==> config.mk <==
export PLATFORM = sky130hd
export DESIGN_NAME = im_arbiter_flat
export DESIGN_NICKNAME = d
export VERILOG_FILES = /design/src/rtl/im_arbiter_if.sv /design/src/rtl/im_arbiter.sv /design/src/flat_wrapper.sv
export SDC_FILE = /design/constraint.sdc
export NUM_CORES = 1
export LEC_CHECK = 0
export ABC_AREA = 1
export BUFFER_PORTS_ARGS = -buffer_cell sky130_fd_sc_hd__buf_2
export CAP_MARGIN = 20
export CORE_AREA = 3 3 94 96
export DETAILED_ROUTE_END_ITERATION = 7
export DIE_AREA = 0 0 97 99
export MAX_ROUTING_LAYER = met4
export PLACE_DENSITY = 0.58
export RECOVER_POWER = 100
export SLEW_MARGIN = 20
export SYNTH_ARGS = -nofsm -noshare
export SYNTH_HDL_FRONTEND = slang
export SYNTH_SLANG_ARGS = --single-unit
==> constraint.sdc <==
create_clock -name clk -period 1.3 [get_ports clk]
set_input_delay 0.13 -clock clk [delete_from_list [all_inputs] [get_ports clk]]
set_output_delay 0.13 -clock clk [all_outputs]
set_load 0.02 [all_outputs]
==> src/rtl/im_arbiter_if.sv <==
// im_arbiter_if: fetch, loader and instruction-RAM signals seen by the arbiter.
interface im_arbiter_if #(parameter int AW = 10);
  logic f_req, f_gnt, f_rvalid, f_err;
  logic [31:0] f_pc, f_rdata;
  logic l_req, l_we, l_lock, l_gnt, l_rvalid, l_err;
  logic [31:0] l_addr, l_wdata, l_rdata;
  logic mem_en, mem_we;
  logic [AW-1:0] mem_addr;
  logic [31:0] mem_wdata, mem_rdata;
  logic locked;
  modport slave (
    input f_req, f_pc, l_req, l_we, l_addr, l_wdata, l_lock, mem_rdata,
    output f_gnt, f_rvalid, f_rdata, f_err, l_gnt, l_rvalid, l_rdata, l_err,
    output mem_en, mem_we, mem_addr, mem_wdata, locked
  );
  modport master (
    output f_req, f_pc, l_req, l_we, l_addr, l_wdata, l_lock, mem_rdata,
    input f_gnt, f_rvalid, f_rdata, f_err, l_gnt, l_rvalid, l_rdata, l_err,
    input mem_en, mem_we, mem_addr, mem_wdata, locked
  );
endinterface

==> src/rtl/im_arbiter.sv <==
// im_arbiter: shares the single-port instruction RAM between fetch and the loader.
module im_arbiter #(
  parameter int AW = 10,
  parameter int STARVE_LIMIT = 4,
  parameter int CW = 3
) (
  input logic clk,
  input logic reset,
  im_arbiter_if.slave bus
);
  typedef enum logic {NORMAL, LOCK} state_t;
  state_t state;
  logic [CW-1:0] starve_cnt;
  logic r_f, r_l, r_err, r_rd;
  logic starved, any, mis;
  logic [31:0] addr;
  logic unused_bits;
  // Loader beats fetch only once it has waited STARVE_LIMIT cycles
  assign starved = bus.l_req && starve_cnt == CW'(STARVE_LIMIT);
  assign bus.f_gnt = reset && state == NORMAL && bus.f_req && !starved;
  assign bus.l_gnt = reset && bus.l_req && !bus.f_gnt;
  assign any = bus.f_gnt || bus.l_gnt;
  assign addr = bus.l_gnt ? bus.l_addr : bus.f_pc;
  assign mis = |addr[1:0];
  assign unused_bits = ^{addr[31:AW+2]};
  assign bus.mem_en = any && !mis;
  assign bus.mem_we = bus.l_gnt && bus.l_we && !mis;
  assign bus.mem_addr = bus.mem_en ? addr[AW+1:2] : '0;
  assign bus.mem_wdata = bus.l_gnt ? bus.l_wdata : '0;
  assign bus.locked = state == LOCK;
  assign bus.f_rvalid = r_f;
  assign bus.f_err = r_f && r_err;
  assign bus.f_rdata = r_f && !r_err ? bus.mem_rdata : '0;
  assign bus.l_rvalid = r_l;
  assign bus.l_err = r_l && r_err;
  assign bus.l_rdata = r_l && !r_err && r_rd ? bus.mem_rdata : '0;
  always_ff @(posedge clk or negedge reset) begin
    if (!reset) begin
      state <= NORMAL;
      starve_cnt <= '0;
      r_f <= 1'b0;
      r_l <= 1'b0;
      r_err <= 1'b0;
      r_rd <= 1'b0;
    end else begin
      r_f <= bus.f_gnt;
      r_l <= bus.l_gnt;
      r_err <= any && mis;
      r_rd <= !(bus.l_gnt && bus.l_we);
      starve_cnt <= bus.l_req && !bus.l_gnt ?
                    (starved ? starve_cnt : starve_cnt + 1'b1) : '0;
      if (state == NORMAL)
        state <= bus.l_gnt && bus.l_lock ? LOCK : NORMAL;
      else
        state <= bus.l_lock ? LOCK : NORMAL;
    end
  end
endmodule

==> src/flat_wrapper.sv <==
// flat-port wrapper written by rule: the top's interface ports become plain ports
module im_arbiter_flat 
#(
  parameter int AW = 10,
  parameter int STARVE_LIMIT = 4,
  parameter int CW = 3
)
  (clk, reset, bus_f_req, bus_f_pc, bus_l_req, bus_l_we, bus_l_addr, bus_l_wdata, bus_l_lock, bus_mem_rdata, bus_f_gnt, bus_f_rvalid, bus_f_rdata, bus_f_err, bus_l_gnt, bus_l_rvalid, bus_l_rdata, bus_l_err, bus_mem_en, bus_mem_we, bus_mem_addr, bus_mem_wdata, bus_locked);
  im_arbiter_if #(.AW(AW)) bus_i ();
  input logic clk;
  input logic reset;
  input wire logic [$bits(bus_i.f_req)-1:0] bus_f_req;
  input wire logic [$bits(bus_i.f_pc)-1:0] bus_f_pc;
  input wire logic [$bits(bus_i.l_req)-1:0] bus_l_req;
  input wire logic [$bits(bus_i.l_we)-1:0] bus_l_we;
  input wire logic [$bits(bus_i.l_addr)-1:0] bus_l_addr;
  input wire logic [$bits(bus_i.l_wdata)-1:0] bus_l_wdata;
  input wire logic [$bits(bus_i.l_lock)-1:0] bus_l_lock;
  input wire logic [$bits(bus_i.mem_rdata)-1:0] bus_mem_rdata;
  output wire logic [$bits(bus_i.f_gnt)-1:0] bus_f_gnt;
  output wire logic [$bits(bus_i.f_rvalid)-1:0] bus_f_rvalid;
  output wire logic [$bits(bus_i.f_rdata)-1:0] bus_f_rdata;
  output wire logic [$bits(bus_i.f_err)-1:0] bus_f_err;
  output wire logic [$bits(bus_i.l_gnt)-1:0] bus_l_gnt;
  output wire logic [$bits(bus_i.l_rvalid)-1:0] bus_l_rvalid;
  output wire logic [$bits(bus_i.l_rdata)-1:0] bus_l_rdata;
  output wire logic [$bits(bus_i.l_err)-1:0] bus_l_err;
  output wire logic [$bits(bus_i.mem_en)-1:0] bus_mem_en;
  output wire logic [$bits(bus_i.mem_we)-1:0] bus_mem_we;
  output wire logic [$bits(bus_i.mem_addr)-1:0] bus_mem_addr;
  output wire logic [$bits(bus_i.mem_wdata)-1:0] bus_mem_wdata;
  output wire logic [$bits(bus_i.locked)-1:0] bus_locked;
  assign bus_i.f_req = bus_f_req;
  assign bus_i.f_pc = bus_f_pc;
  assign bus_i.l_req = bus_l_req;
  assign bus_i.l_we = bus_l_we;
  assign bus_i.l_addr = bus_l_addr;
  assign bus_i.l_wdata = bus_l_wdata;
  assign bus_i.l_lock = bus_l_lock;
  assign bus_i.mem_rdata = bus_mem_rdata;
  assign bus_f_gnt = bus_i.f_gnt;
  assign bus_f_rvalid = bus_i.f_rvalid;
  assign bus_f_rdata = bus_i.f_rdata;
  assign bus_f_err = bus_i.f_err;
  assign bus_l_gnt = bus_i.l_gnt;
  assign bus_l_rvalid = bus_i.l_rvalid;
  assign bus_l_rdata = bus_i.l_rdata;
  assign bus_l_err = bus_i.l_err;
  assign bus_mem_en = bus_i.mem_en;
  assign bus_mem_we = bus_i.mem_we;
  assign bus_mem_addr = bus_i.mem_addr;
  assign bus_mem_wdata = bus_i.mem_wdata;
  assign bus_locked = bus_i.locked;
  im_arbiter #(.AW(AW), .STARVE_LIMIT(STARVE_LIMIT), .CW(CW)) u_core (.clk(clk), .reset(reset), .bus(bus_i));
endmodule
# [Word-level counts from Yosys, hierarchy flattened]
# Cells that the tools add are included.
[totals] regBits=8 inputBits=134 output_inout_bits=115 elab_cells=45
[op_classes] addsub=1 eq_ne=2 muxes=10 n_bitwise=1 n_reduce_logical=25
[op_table] op="two-way mux 32 bit" count=3
[op_table] op="logical AND 1 bit" count=17
[op_table] op="two-way mux 12 bit" count=1
[op_table] op="two-way mux 10 bit" count=1
[op_table] op="logical NOT 1 bit" count=6
[op_table] op="two-way mux 3 bit" count=2
[op_table] op="adder 3 x 1 -> 3 bit (second input constant)" count=1
[op_table] op="equality test 3 bit (second input constant)" count=1
[op_table] op="two-way mux 1 bit" count=3
[op_table] op="!= test 2 bit (second input constant)" count=1
[op_table] op="OR reduction 2 bit" count=1
[op_table] op="logical OR 1 bit" count=1
[op_table] op="NOT 1 bit" count=1

# [Logic depth before layout (Yosys ltp)]
[logic_depth] word_depth=11 depth_mapped=10 depth_no_buf=9

# [Worst setup path before layout]
# Ideal clock, no wire load.
[synth_path] kind="register -> output" startpoint="register u_core.starve_cnt[0]" endpoint="output port bus_mem_we" arrival_time_ns=1.483 path_slack_ns=-0.313 path_stages_with_launch=9 path_buffers=0 path_cell_list="dfrtp_1 -> inv_1 -> ha_1 -> nand3_2 -> nand3_4 -> nand2_4 -> inv_1 -> nand2_1 -> nor2_1"
[synth_between] elab_chain_cells=10 elab_cells_between_ends=11 classes_between="eq/ne: 1; mux: 1; reduce/logical: 9"
[synth_rtl] element="start: declaration" line="im_arbiter.sv:13" source="logic [CW-1:0] starve_cnt;"
[synth_rtl] element="start signal: assignment" line="im_arbiter.sv:50" source="starve_cnt <= bus.l_req && !bus.l_gnt ?"
[synth_rtl] element="equality test 3 bit (*)" line="im_arbiter.sv:19" source="assign starved = bus.l_req && starve_cnt == CW'(STARVE_LIMIT);"
[synth_rtl] element="logical AND 1 bit (*)" line="im_arbiter.sv:19"
[synth_rtl] element="logical NOT 1 bit (*)" line="im_arbiter.sv:20" source="assign bus.f_gnt = reset && state == NORMAL && bus.f_req && !starved;"
[synth_rtl] element="logical AND 1 bit (*)" line="im_arbiter.sv:20"
[synth_rtl] element="logical NOT 1 bit (*)" line="im_arbiter.sv:21" source="assign bus.l_gnt = reset && bus.l_req && !bus.f_gnt;"
[synth_rtl] element="logical AND 1 bit (*)" line="im_arbiter.sv:21"
[synth_rtl] element="named net bus_l_gnt" line="flat_wrapper.sv:24" source="output wire logic [$bits(bus_i.l_gnt)-1:0] bus_l_gnt;"
[synth_rtl] element="two-way mux 12 bit" line="im_arbiter.sv:23" source="assign addr = bus.l_gnt ? bus.l_addr : bus.f_pc;"
[synth_rtl] element="OR reduction 2 bit" line="im_arbiter.sv:24" source="assign mis = |addr[1:0];"
[synth_rtl] element="logical NOT 1 bit" line="im_arbiter.sv:27" source="assign bus.mem_we = bus.l_gnt && bus.l_we && !mis;"
[synth_rtl] element="logical AND 1 bit (*)" line="im_arbiter.sv:27"
[synth_rtl] element="end: declaration" line="flat_wrapper.sv:29" source="output wire logic [$bits(bus_i.mem_we)-1:0] bus_mem_we;"
# The timed path passes the listed nets; every way through them passes the cells marked *.

# [Final worst setup path]
[layout_path] startpoint="register u_core.starve_cnt[0]" endpoint="output port bus_mem_addr[3]"
[layout_between] elab_chain_cells=11 elab_cells_between_ends=12 classes_between="eq/ne: 1; mux: 2; reduce/logical: 9"
[layout_rtl] element="equality test 3 bit (*)" line="im_arbiter.sv:19"
[layout_rtl] element="logical AND 1 bit (*)" line="im_arbiter.sv:19"
[layout_rtl] element="logical NOT 1 bit (*)" line="im_arbiter.sv:20"
[layout_rtl] element="logical AND 1 bit (*)" line="im_arbiter.sv:20"
[layout_rtl] element="logical NOT 1 bit" line="im_arbiter.sv:21"
[layout_rtl] element="logical AND 1 bit" line="im_arbiter.sv:21"
[layout_rtl] element="two-way mux 12 bit" line="im_arbiter.sv:23"
[layout_rtl] element="OR reduction 2 bit" line="im_arbiter.sv:24"
[layout_rtl] element="logical NOT 1 bit" line="im_arbiter.sv:26" source="assign bus.mem_en = any && !mis;"
[layout_rtl] element="logical AND 1 bit" line="im_arbiter.sv:26"
[layout_rtl] element="two-way mux 10 bit (*)" line="im_arbiter.sv:28" source="assign bus.mem_addr = bus.mem_en ? addr[AW+1:2] : '0;"
[layout_rtl] element="end: declaration" line="flat_wrapper.sv:30" source="output wire logic [$bits(bus_i.mem_addr)-1:0] bus_mem_addr;"
# Mark *: on every way between the ends. The rest lies on a longest branch, timed or not.

==> metrics <==
Core Box Area=a little over 8000 sq um; largest net degree at the start of global routing=17; DIE AREA=9600 sq um; drt first-iter violations=between 40 and 50; cell family with most CP delay=simple AND/OR/NAND/NOR gates; CP Data Arrival Time=1.72 ns; CP endpoint kind=output port; DRT antenna net count=0; min Tclk post-route=1.85 ns; Syn Nets=just over 400; Crit Path Class=flip-flop to output port; Max-Cap Viols=0; Initial Utilization=around 20%; setup slack after layout=-0.548 ns; TritonCTS buffer count=3; maximum clock frequency=between 0.5 and 0.6 GHz; post-route clock period utilization=142%; Cells after Synth=271; register area share after synthesis=12.3%; final WL=slightly below 9 mm; ANT cells=0; WP buf/inv=5; Skew-Pair Late Insertion Delay=0.22 ns; CP Data Required Time=~1.2 ns; Placed Instance Area=about 3000 sq um; Final nets=651; startpoint types=flip-flop; Post-DP HPWL=between 5 and 6 mm; first-pass GRT wire length=around 13 mm; Clock Pin Slew Worst Setup and Hold Paths=around 0.04 ns; die width=97 um; drt pass-1 iters=4; Post-Syn Area=1620 sq um; CP max stage cell=dfrtp_1; crit path cell chain=inv_2 -> ha_4 -> nand3_4 -> nand3_4 -> nand2_8 -> buf_6 -> buf_6 -> nand2_1 -> nand2_1 -> inv_2 -> nor2_4 -> buf_6; Max-slew headroom=74.4%; vias per cell=4.09; number of fill cells in the layout=about 700; antenna violations before repair=0; actual slew at the worst max-slew pin=0.384 ns; Worst Skew=0.00702 ns; Finished Cell Area=4530 sq um; max-slew violations=0; PD cells=465 nW/um^2; vias=2529; Pleak=2.32 nW; vias in the first global route=2596; Final Hold Vio Count=0; clock sinks=8; Yosys cell types=25; Final Wtd Congestion=~0.88; Root Driver=clkbuf_8; wire per inst=14.1 um; port bufs=208; H-tree levels=1; Most common cell on crit path=buf_6; Synth warnings=0; setup violators final=116; Syn Area/Cell=5.99 sq um; overall global routing resource usage=roughly 16%; Max FO, Critical Path=6; P&R area growth vs syn=179%; Die H=slightly below 100 um; number of I/O pins=249; Seq cells post-synth=8; PnR Total Power=around 0.0021 W; share of cells above drive strength 1=76.2%; CTS tree=yes; Peak VDD IR=0.329 mV; Clock Tree Buf Depth=2; FP Rows=33; worst hold-check path type=input pin to flip-flop; CP max stage delay=0.36 ns; failing checks=setup timing; DRC Markers=0; status=finished with violations; total global routing overflow=0; RSZ-0062 raised after global routing=yes
-- kinds of logic after synthesis --
group / after synthesis / share of synthesized area (%)
AND/OR/NAND/NOR: 157 / 56.1
buffers and inverters: 98 / 27.6
flip-flops: 8 / 12.3
AO/OA/AOI/OAI: 5 / 1.93
adder cells (fa/ha/maj): 2 / 1.54
XOR/XNOR: 1 / 0.539
-- power by group --
group          internal, W  switching, W
Combinational     0.000703      0.000833
Clock             0.000200     0.0000885
Sequential        0.000268     0.0000185
Total              0.00117      0.000940
-- metrics by stage --
step / setup TNS, ns / util (%) / worst slack [ns] / hold WS (ns) / instances
after floorplan: -7.13 / - / -0.191 / -0.166 / 271
after global placement: -13.78 / 37.0 / -0.342 / 0.0781 / 596
after detailed placement: -15.78 / 37.0 / -0.377 / 0.0896 / 596
after CTS: -29.48 / 49.7 / -0.534 / 0.139 / 616
after global routing: -38.05 / 55.7 / -0.633 / 0.152 / 618
final: -30.38 / 55.7 / -0.548 / 0.155 / 618
-- sequential cells by signal, indices dropped and copies added, names as in the netlist --
register             count
u_core.bus.f_rvalid      1
u_core.r_rd              1
u_core.starve_cnt        3
u_core.r_err             1
u_core.bus.l_rvalid      1
u_core.bus.locked        1
-- repair_timing --
action | CTS | global route
hold buffers | 1 | 0
buffers inserted | 10 | 1
cloned | 6 | 3
gates resized for setup | 256 | 119
pin swaps | 8 | 4
hold endpoints to repair | 8 | 0
setup endpoints to repair | 115 | 117
-- synthesized netlist by cell type, drive strengths merged --
library cell	instances	area share (%)
nand2	30	8.0
o21ai	1	0.31
o21a	1	0.46
a21boi	1	0.46
inv	85	20
nor2	109	41
buf	7	6.5
ha	2	1.5
nand3	15	6.0
clkbuf	6	1.4
nand4	1	0.39
a21oi	1	0.31
dfrtp	8	12
xnor2	1	0.54
o22ai	1	0.39
or2	2	0.77
-- routing by layer --
| metal | track usage [%] | share of wire (%) | routed length (um) |
|---|---|---|---|
| met5 | - | 0 | 0 |
| met2 | 32.0 | 58 | 5040 |
| met1 | 15.9 | 33 | 2900 |
| met4 | 4.00 | 2.7 | 231 |
| met3 | 2.55 | 6.1 | 531 |
-- final timing paths --
| path | from | end | cells after the start | slack [ns] |
|---|---|---|---|---|
| hold / removal | bus_l_lock | u_core.bus.locked | 2 | 0.16 |
| hold reg to reg | u_core.bus.locked | u_core.bus.locked | 2 | 0.67 |
| setup reg to reg | u_core.starve_cnt[0] | u_core.bus.locked | 9 | -0.26 |
| max in group asynchronous | reset | u_core.r_err | 3 | 0.47 |
| setup / recovery | u_core.starve_cnt[0] | bus_mem_addr[3] | 12 | -0.55 |
| min in group asynchronous | reset | u_core.bus.locked | 3 | 0.44 |
-- layout by cell type, fill, tap and decap left out, types with 2 or more instances in the layout --
master       n
buf_12       7
nand2_8      2
dfrtp_1      8
nand3_1      9
nand3_2      2
nand2_1     19
inv_2       12
nor2_4     106
or2_2        2
clkbuf_1     6
buf_6       95
clkbuf_16    3
buf_2       93
nand2_2      8
buf_16       4
clkbuf_8     3
inv_1       71
nand3_4      4
nor2_2       2
buf_4       42
-- cell type report --
| class | count | area (sq um) | area share, % |
|---|---|---|---|
| Timing Repair Buffer | 252 | 2210 | 48.8 |
| Multi-Input combinational cell | 165 | 1620 | 35.7 |
| Inverter | 85 | 328 | 7.23 |
| Sequential cell | 8 | 200 | 4.42 |
| Tap cell | 105 | 131 | 2.90 |
| Clock buffer | 3 | 41.3 | 0.911 |
No activity file was read; power rests on OpenSTA's default activity.
